<file path="config.mk">
export PLATFORM = sky130hd
export DESIGN_NAME = fan_pwm_ctrl
export DESIGN_NICKNAME = d
export VERILOG_FILES = /design/src/rtl/fan_pwm_ctrl.sv
export SDC_FILE = /design/constraint.sdc
export NUM_CORES = 1
export LEC_CHECK = 0
export CORE_MARGIN = 5
export CORE_UTILIZATION = 53
export DETAILED_ROUTE_END_ITERATION = 10
export DONT_BUFFER_PORTS = 1
export GPL_TIMING_DRIVEN = 0
export PLACE_DENSITY = 0.68
export SYNTH_ARGS = -nofsm -noshare
export SYNTH_HDL_FRONTEND = slang
export SYNTH_SLANG_ARGS = --single-unit
</file>
<file path="constraint.sdc">
create_clock -name axi_aclk -period 7 [get_ports axi_aclk]
set_clock_uncertainty 0.2 [all_clocks]
set_input_delay 1.4 -clock axi_aclk [delete_from_list [all_inputs] [get_ports axi_aclk]]
set_output_delay 1.4 -clock axi_aclk [all_outputs]
set_load 0.1 [all_outputs]
</file>
<file path="src/rtl/fan_pwm_ctrl.sv">
// rtl/fan_pwm_ctrl.sv - board fan PWM controller with kick-start, slew-limited ramp and watchdog
module fan_pwm_ctrl #(
    parameter int DUTY_W = 8,
    parameter int PRE_W  = 16,
    parameter int WD_W   = 16
) (
    input  logic              axi_aclk,
    input  logic              axi_reset,
    input  logic              enable,
    input  logic [DUTY_W-1:0] duty_target,
    input  logic [PRE_W-1:0]  prescale,
    input  logic [DUTY_W-1:0] ramp_step,
    input  logic [7:0]        kick_periods,
    input  logic [WD_W-1:0]   wd_limit,
    input  logic              wd_pet,
    output logic              fan_pwm,
    output logic [DUTY_W-1:0] duty_current,
    output logic [1:0]        state,
    output logic              period_strobe,
    output logic              wd_expired
);

    localparam logic [1:0] ST_IDLE = 2'd0;
    localparam logic [1:0] ST_KICK = 2'd1;
    localparam logic [1:0] ST_RAMP = 2'd2;
    localparam logic [1:0] ST_RUN  = 2'd3;

    localparam logic [DUTY_W-1:0] DUTY_MAX = '1;
    localparam logic [DUTY_W-1:0] DUTY_ONE = 1;
    localparam logic [PRE_W-1:0]  PRE_ONE  = 1;
    localparam logic [WD_W-1:0]   WD_ONE   = 1;

    logic [PRE_W-1:0]  pre_cnt;
    logic [DUTY_W-1:0] pwm_cnt;
    logic [DUTY_W-1:0] pwm_cnt_next;
    logic [7:0]        kick_cnt;
    logic [7:0]        kick_next;
    logic [WD_W-1:0]   wd_cnt;
    logic [WD_W-1:0]   wd_cnt_next;
    logic [WD_W-1:0]   wd_inc;
    logic              wd_exp_next;
    logic [1:0]        state_next;
    logic [DUTY_W-1:0] duty_next;
    logic [DUTY_W-1:0] eff;
    logic [DUTY_W-1:0] step_base;
    logic [DUTY_W-1:0] stepped;
    logic              tick;
    logic              boundary;
    logic              kick_done;

    // One slew-limited move from cur toward goal; a zero step means jump straight there.
    function automatic logic [DUTY_W-1:0] step_toward(
        input logic [DUTY_W-1:0] cur,
        input logic [DUTY_W-1:0] goal,
        input logic [DUTY_W-1:0] stp
    );
        logic [DUTY_W-1:0] res;
        if (stp == '0) begin
            res = goal;
        end else if (cur < goal) begin
            res = ((goal - cur) <= stp) ? goal : cur + stp;
        end else begin
            res = ((cur - goal) <= stp) ? goal : cur - stp;
        end
        return res;
    endfunction

    assign tick         = (pre_cnt >= prescale);
    assign boundary     = tick && (pwm_cnt == DUTY_MAX);
    assign pwm_cnt_next = tick ? pwm_cnt + DUTY_ONE : pwm_cnt;
    assign eff          = wd_expired ? DUTY_MAX : duty_target;
    // Leaving IDLE steps from 0, leaving KICK steps from full duty, otherwise from the live duty.
    assign step_base    = (state == ST_IDLE) ? '0 : (state == ST_KICK) ? DUTY_MAX : duty_current;
    assign stepped      = step_toward(step_base, eff, ramp_step);
    assign kick_done    = ({1'b0, kick_cnt} + 9'd1) >= {1'b0, kick_periods};
    assign wd_inc       = (wd_cnt < wd_limit) ? wd_cnt + WD_ONE : wd_cnt;

    // Control state and duty: disable acts every cycle, everything else only at a period boundary.
    always_comb begin
        state_next = state;
        duty_next  = duty_current;
        kick_next  = kick_cnt;
        if (!enable) begin
            state_next = ST_IDLE;
            duty_next  = '0;
            kick_next  = '0;
        end else if (boundary) begin
            case (state)
                ST_IDLE: begin
                    if (kick_periods != 8'd0) begin
                        state_next = ST_KICK;
                        duty_next  = DUTY_MAX;
                        kick_next  = '0;
                    end else begin
                        state_next = ST_RAMP;
                        duty_next  = stepped;
                    end
                end
                ST_KICK: begin
                    if (kick_done) begin
                        state_next = ST_RAMP;
                        duty_next  = stepped;
                        kick_next  = '0;
                    end else begin
                        kick_next = kick_cnt + 8'd1;
                    end
                end
                ST_RAMP: begin
                    duty_next = stepped;
                    if (stepped == eff) begin
                        state_next = ST_RUN;
                    end
                end
                default: begin
                    if (eff != duty_current) begin
                        state_next = ST_RAMP;
                        duty_next  = stepped;
                    end
                end
            endcase
        end
    end

    // Watchdog: counts boundaries up to the limit; a pet beats a coincident boundary.
    always_comb begin
        wd_cnt_next = wd_cnt;
        wd_exp_next = wd_expired;
        if (wd_pet || (wd_limit == '0)) begin
            wd_cnt_next = '0;
            wd_exp_next = 1'b0;
        end else if (boundary) begin
            wd_cnt_next = wd_inc;
            wd_exp_next = wd_expired || (wd_inc >= wd_limit);
        end
    end

    // Free-running prescaler and PWM counter.
    always_ff @(posedge axi_aclk or posedge axi_reset) begin
        if (axi_reset) begin
            pre_cnt <= '0;
            pwm_cnt <= '0;
        end else begin
            pre_cnt <= tick ? '0 : pre_cnt + PRE_ONE;
            pwm_cnt <= pwm_cnt_next;
        end
    end

    // Registered control state and outputs; fan_pwm is built from next-state values so it never lags.
    always_ff @(posedge axi_aclk or posedge axi_reset) begin
        if (axi_reset) begin
            state         <= ST_IDLE;
            duty_current  <= '0;
            kick_cnt      <= '0;
            wd_cnt        <= '0;
            wd_expired    <= 1'b0;
            fan_pwm       <= 1'b0;
            period_strobe <= 1'b0;
        end else begin
            state         <= state_next;
            duty_current  <= duty_next;
            kick_cnt      <= kick_next;
            wd_cnt        <= wd_cnt_next;
            wd_expired    <= wd_exp_next;
            fan_pwm       <= (pwm_cnt_next < duty_next);
            period_strobe <= boundary;
        end
    end

endmodule
</file>
# After elaboration in Yosys (flattened, before gate mapping)
# Cells that the tools add are included.
# classes
add_sub_neg	9
n_lt_le_gt_ge	8
n_eq_ne	11
n_mux	32
n_reduce_logical	10
# ops
cell	count
2-to-1 mux 8 bit	17
2-to-1 mux 16 bit	4
adder 16 x 1 -> 16 bit, second input constant	2
>= comparator 16 bit	2
case mux 8 bit (3 select lines)	1
subtractor 8 bit	3
adder 8 x 1 -> 8 bit, second input constant	2
<= comparator 8 bit	2
logical NOT 16 bit	1
< comparator 16 bit	1
< comparator 8 bit	2
case mux 8 bit (2 select lines)	1
2-to-1 mux 2 bit	6
adder 8 x 1 -> 9 bit, second input constant	1
>= comparator 9 x 8 -> 1 bit	1
adder 8 bit	1
== test 8 bit	1
== test 8 bit, second input constant	1
logical NOT 8 bit	1
inequality test 8 bit	1
nonzero test 8 bit	1
inequality test 3 bit, second input constant	2
case mux 2 bit (3 select lines)	1
inequality test 5 x 1 -> 1 bit, second input constant	1
other kinds (12)	14
# word_totals
register_bits	61
in_bits	60
output_inout_bits	13
word_cells	79

# Longest topological paths before layout
# logic_depth
ltp_word	13
ltp_mapped	28
ltp_nobuf	26

# Worst setup path before layout
# OpenSTA, ideal clock, no wires.
# synth_timing
path_kind	register to register
start	register state[1]
end	register fan_pwm
setup_time_ns	0.094
arrival_time_ns	5.866
required_time_ns	6.706
setup_slack_ns	0.840
path_stages_with_launch	27
n_path_buf	2
synth_period_minus_slack_ns	6.160
path_cell_list	dfrtp_1 buf_2 clkbuf_1 a21oi_1 inv_1 ha_1 inv_1 fa_1 a21o_2 a21oi_1 o21bai_1 a21oi_1 xnor2_1 ha_1 nand4_1 nor2_1 a211oi_1 o21ai_2 a21oi_1 o32ai_1 a31o_2 a31o_2 ha_1 a211oi_1 nor4b_1 o311ai_0 a211oi_1
# synth_between
elab_chain_cells	13
word_cells_on_any_way	23
classes_between	add/sub: 4; order compare: 4; eq/ne: 2; mux: 12; reduce/logical: 1
# synth_lines
item	line	text
from (decl)	18	output logic [1:0] state,
from (signal assigned)	159	state <= state_next;
== test 2 x 1 -> 1 bit	73, 88	
2-to-1 mux 8 bit (2 in a row)	73	assign step_base = (state == ST_IDLE) ? '0 : (state == ST_KICK) ? DUTY_MAX : duty_current;
subtractor 8 bit (on tied branches)	63, 61	
<= comparator 8 bit (on tied branches)	63, 61	
2-to-1 mux 8 bit (on tied branches)	63, 61	
2-to-1 mux 8 bit	60	end else if (cur < goal) begin
2-to-1 mux 8 bit	58	if (stp == '0) begin
2-to-1 mux 8 bit (on tied branches)	115, 100, 90	
case mux 8 bit (3 select lines) (*)	88	case (state)
2-to-1 mux 8 bit (*)	87	end else if (boundary) begin
2-to-1 mux 8 bit (*)	83	if (!enable) begin
< comparator 8 bit (*)	164	fan_pwm <= (pwm_cnt_next < duty_next);
to (signal assigned)	164	
to (decl)	16	output logic fan_pwm,
# Every way passes the cells marked *; elsewhere a longest branch is shown, timed or not.
# A chain may end at the register's enable or synchronous reset.

# Worst setup path in the final report
# layout_timing
start	register wd_expired
end	register fan_pwm
# layout_between
elab_chain_cells	11
word_cells_on_any_way	18
classes_between	add/sub: 2; order compare: 4; eq/ne: 1; mux: 11
# layout_lines
item	line	text
from (decl)	20	output logic wd_expired
from (signal assigned)	163	wd_expired <= wd_exp_next;
2-to-1 mux 8 bit (*)	71	assign eff = wd_expired ? DUTY_MAX : duty_target;
subtractor 8 bit (on tied branches)	63, 61	
<= comparator 8 bit (on tied branches)	63, 61	
2-to-1 mux 8 bit (on tied branches)	63, 61	
2-to-1 mux 8 bit	60	
2-to-1 mux 8 bit	58	
2-to-1 mux 8 bit (on tied branches)	115, 100, 90	
case mux 8 bit (3 select lines) (*)	88	
2-to-1 mux 8 bit (*)	87	
2-to-1 mux 8 bit (*)	83	
< comparator 8 bit (*)	164	
# Marked as above.

==> reports/summary.txt <==
Layout fillers = 1247
Max Cap Violations = 0
Worst Path Arrival = 6.63 ns
Worst min path class = reg2reg
Post-DP HPWL = 14800 um
Mux cell area share after synthesis = 0.00908
CTS tree = yes
Worst Hold Depth = 2
Power density over the cells = 171 nW/um^2
Tcrit/Tclk final = 0.942
Final hold violations = 0
Number of diodes = 0
Setup TNS = 0 ns
VDD IR max = 113 uV
Register area = 1540 um^2
GR Util All Layers = 0.230
Required time of the critical path = 7.03 ns
Initial Util = 0.541
YS warnings = 0
DRT antenna net count = 0
Startpoint types = flop
CTS sink count = 61
Library cells used by synthesis = 74
LEAKAGE = 3.81 nW
DRT iter0 DRCs = 342
Die area = 16000 um^2
Routed WL = 18400 um
First-pass GRT wire length = 30100 um
Largest family of logic cells by synthesized area = simple AND/OR/NAND/NOR gates
Setup violation total in the final timing report = 0
Gate Count Post-Synth = 892
Unrepaired setup endpoints after global routing = false
Hold Startpoint = kick_cnt[5]$_DFFE_PP0P_
CTS clk-pin slew, worst paths = 0.06 ns
Synth area leader = dfrtp_1
Dpl ws = -0.277 ns
Core area = 13200 um^2
EDFF count, synth = 0
Area share of and/or/nand/nor cells after synthesis = 0.214
RR Endpoint = fan_pwm$_DFF_PP0_
Grt total ovfl = 0
Reg2reg path depth = 26
Number of I/O port buffers = 0
Post-synthesis compound-gate area fraction = 0.197
Multi-input logic area = 5290 um^2
GPL Wtd Cong = 0.921
Initial DRT Pass Iterations = 5
Routed wire length per instance = 16.9 um
Critical Path Fanout Max = 10
Rows = 42
Post-synth top area share = 0.213
Number of CTS-inserted buffers = 9
Largest net degree at the start of global routing = 36
R2R Path Start = wd_expired$_DFFE_PP0P_
# hold bufs at CTS = 0
Post-route minimum period = 6.59 ns
Max Freq = 0.152 GHz
I/O Pins = 73
CTS HTree Levels = 3
Actual slew at the worst max-slew pin = 1.35 ns
Post-synthesis sequential area ratio = 0.213
Synth Area in Adders = 0.205
Initial antenna violation count = 0
Synth Flop Type = dfrtp_1
Final Max Tran Viols = 0
Synth Area in XOR/XNOR = 0.106
# DRC = 0
Flop-to-flop setup slack = 0.41 ns
Post-Syn Area = 7170 um^2
Status = finished clean
Root buffer cell = clkbuf_16
Synthesized flop and latch total = 61
Nets = 1079
Post-synth top cells = 111 x ha_1, 84 x nor2_1, 83 x inv_1
Share of layout cells above drive strength 1 = 0.0627
Max Root-Sink Buffers = 2
Chip Height = 126 um
Later-pin clock latency in the skew report = 0.33 ns
Relative max-transition margin = 0.0845
Die Wd = 126 um
Most common cell in the synthesized netlist = ha_1
Vias = 6297
Syn nets = 1067
Final worst slack = 0.407 ns
Setup Crit Path Kind = reg2reg
Post-synth ARST share = 1.00
Worst Hold Path EP = kick_cnt[5]$_DFFE_PP0P_
Number of global-route vias before repair = 6008
Syn avg cell area = 8.04 um^2
Setup Fix Bufs, Post-CTS = 0
Critical Path Sink Type = flop
Syn-to-layout area delta = 8.50%
Cells taking the most area after synthesis = dfrtp_1 21%, ha_1 19%, xnor2_1 6.5%
Via/cell ratio = 5.80
placed cells by master, fill, tap and decap left out, types with 6 or more instances in the layout:
cell type / netlist / routed
o211ai_1: 7 / 7
nor2b_1: 18 / 18
a31oi_1: 7 / 7
a21oi_1: 56 / 54
ha_1: 111 / 111
xor2_1: 34 / 34
nand3_1: 30 / 30
nor4_1: 6 / 6
a21o_1: 26 / 26
and3_1: 11 / 11
and2_1: 6 / 6
nand2_1: 76 / 76
nor2_1: 84 / 80
nand4_1: 23 / 23
clkbuf_1: 16 / 14
dfrtp_1: 61 / 57
xnor2_1: 53 / 53
o22ai_1: 8 / 8
inv_1: 83 / 82
nand2b_1: 13 / 13
a211oi_1: 8 / 6
nor3_1: 16 / 16
clkbuf_16: 0 / 9
o21ai_0: 44 / 44
sequential cells by signal, summed over array words and instances, names as in the netlist:
register	flops
fan_pwm	1
state	2
wd_cnt	16
wd_expired	1
period_strobe	1
pwm_cnt	8
pre_cnt	16
duty_current	8
kick_cnt	8
how the worst max path moves through the flow:
stage	from	to	slack, ns	depth (start not counted)
CTS	state[1]$_DFFE_PP0P_	fan_pwm$_DFF_PP0_	0.004	27
finish	wd_expired$_DFFE_PP0P_	fan_pwm$_DFF_PP0_	0.41	26
global route	state[1]$_DFFE_PP0P_	fan_pwm$_DFF_PP0_	0.006	28
detailed placement	state[1]$_DFFE_PP0P_	fan_pwm$_DFF_PP0_	-0.28	27
floorplan	state[1]$_DFFE_PP0P_	fan_pwm$_DFF_PP0_	0.84	26
global placement	state[1]$_DFFE_PP0P_	fan_pwm$_DFF_PP0_	-0.22	27
metal layers:
layer | track usage | up-vias | wire length, um
met4 | 0.0543 | 0 | 318
met5 | 0 | - | 0
met1 | 0.325 | 2905 | 8970
met2 | 0.353 | 159 | 7950
met3 | 0.0609 | 29 | 1140
li1 | - | 3204 | -
logic make-up (layout without fill, tap and decap cells):
logic type / Yosys count / after routing
multiplexers: 6 / 6
XOR/XNOR: 87 / 87
flip-flops: 61 / 61
adder cells (fa/ha/maj): 115 / 115
AND/OR/NAND/NOR: 309 / 309
buffers and inverters: 103 / 120
AO/OA/AOI/OAI: 211 / 211
metrics by stage:
step,hold WS (ns),utilization,instances,instance area [um^2],power (mW)
floorplan,0.246,-,892,7170,0.761
global placement,0.262,0.558,1068,7390,0.850
detailed placement,0.270,0.559,1069,7410,0.857
CTS,0.287,0.583,1085,7720,1.32
global route,0.318,0.587,1085,7780,1.42
finish,0.285,0.587,1085,7780,1.33
critical path, cell delays in order (launching register included):
cell	delay (ns)
dfrtp_4	0.62
buf_2	0.24
clkbuf_1	0.24
nor2_2	0.37
ha_1	0.21
inv_1	0.06
fa_1	0.42
a21o_2	0.23
a21oi_1	0.21
o21bai_1	0.09
a21oi_1	0.19
xnor2_1	0.10
ha_1	0.30
nand4_1	0.15
nor2_1	0.20
a21oi_1	0.12
nor2_2	0.24
nor2b_1	0.17
a221oi_1	0.33
o32ai_1	0.15
a31o_2	0.27
a31o_2	0.22
ha_1	0.21
a211oi_1	0.26
nor4b_1	0.23
o311ai_0	0.18
a211oi_1	0.26
area by class of cell:
cell class / instances / share of cell area
Multi-Input combinational cell: 728 / 0.680
Sequential cell: 61 / 0.198
Inverter: 83 / 0.0401
Clock buffer: 11 / 0.0325
Tap cell: 176 / 0.0283
Buffer: 20 / 0.0117
Clock inverter: 5 / 0.00756
Timing Repair Buffer: 1 / 0.00257
repair_timing:
item,in CTS,in global routing
pin swaps,0,1
endpoints found under the hold margin,0,0
setup endpoints to repair,1,1
gates resized for setup,3,19
where the power goes:
group | total (mW) | internal [mW] | switching [mW]
sequential | 0.407 | 0.373 | 0.0339
clock | 0.461 | 0.295 | 0.167
combinational | 0.460 | 0.197 | 0.263
total | 1.33 | 0.864 | 0.463
Note: power is estimated with default switching activity, not from simulation.
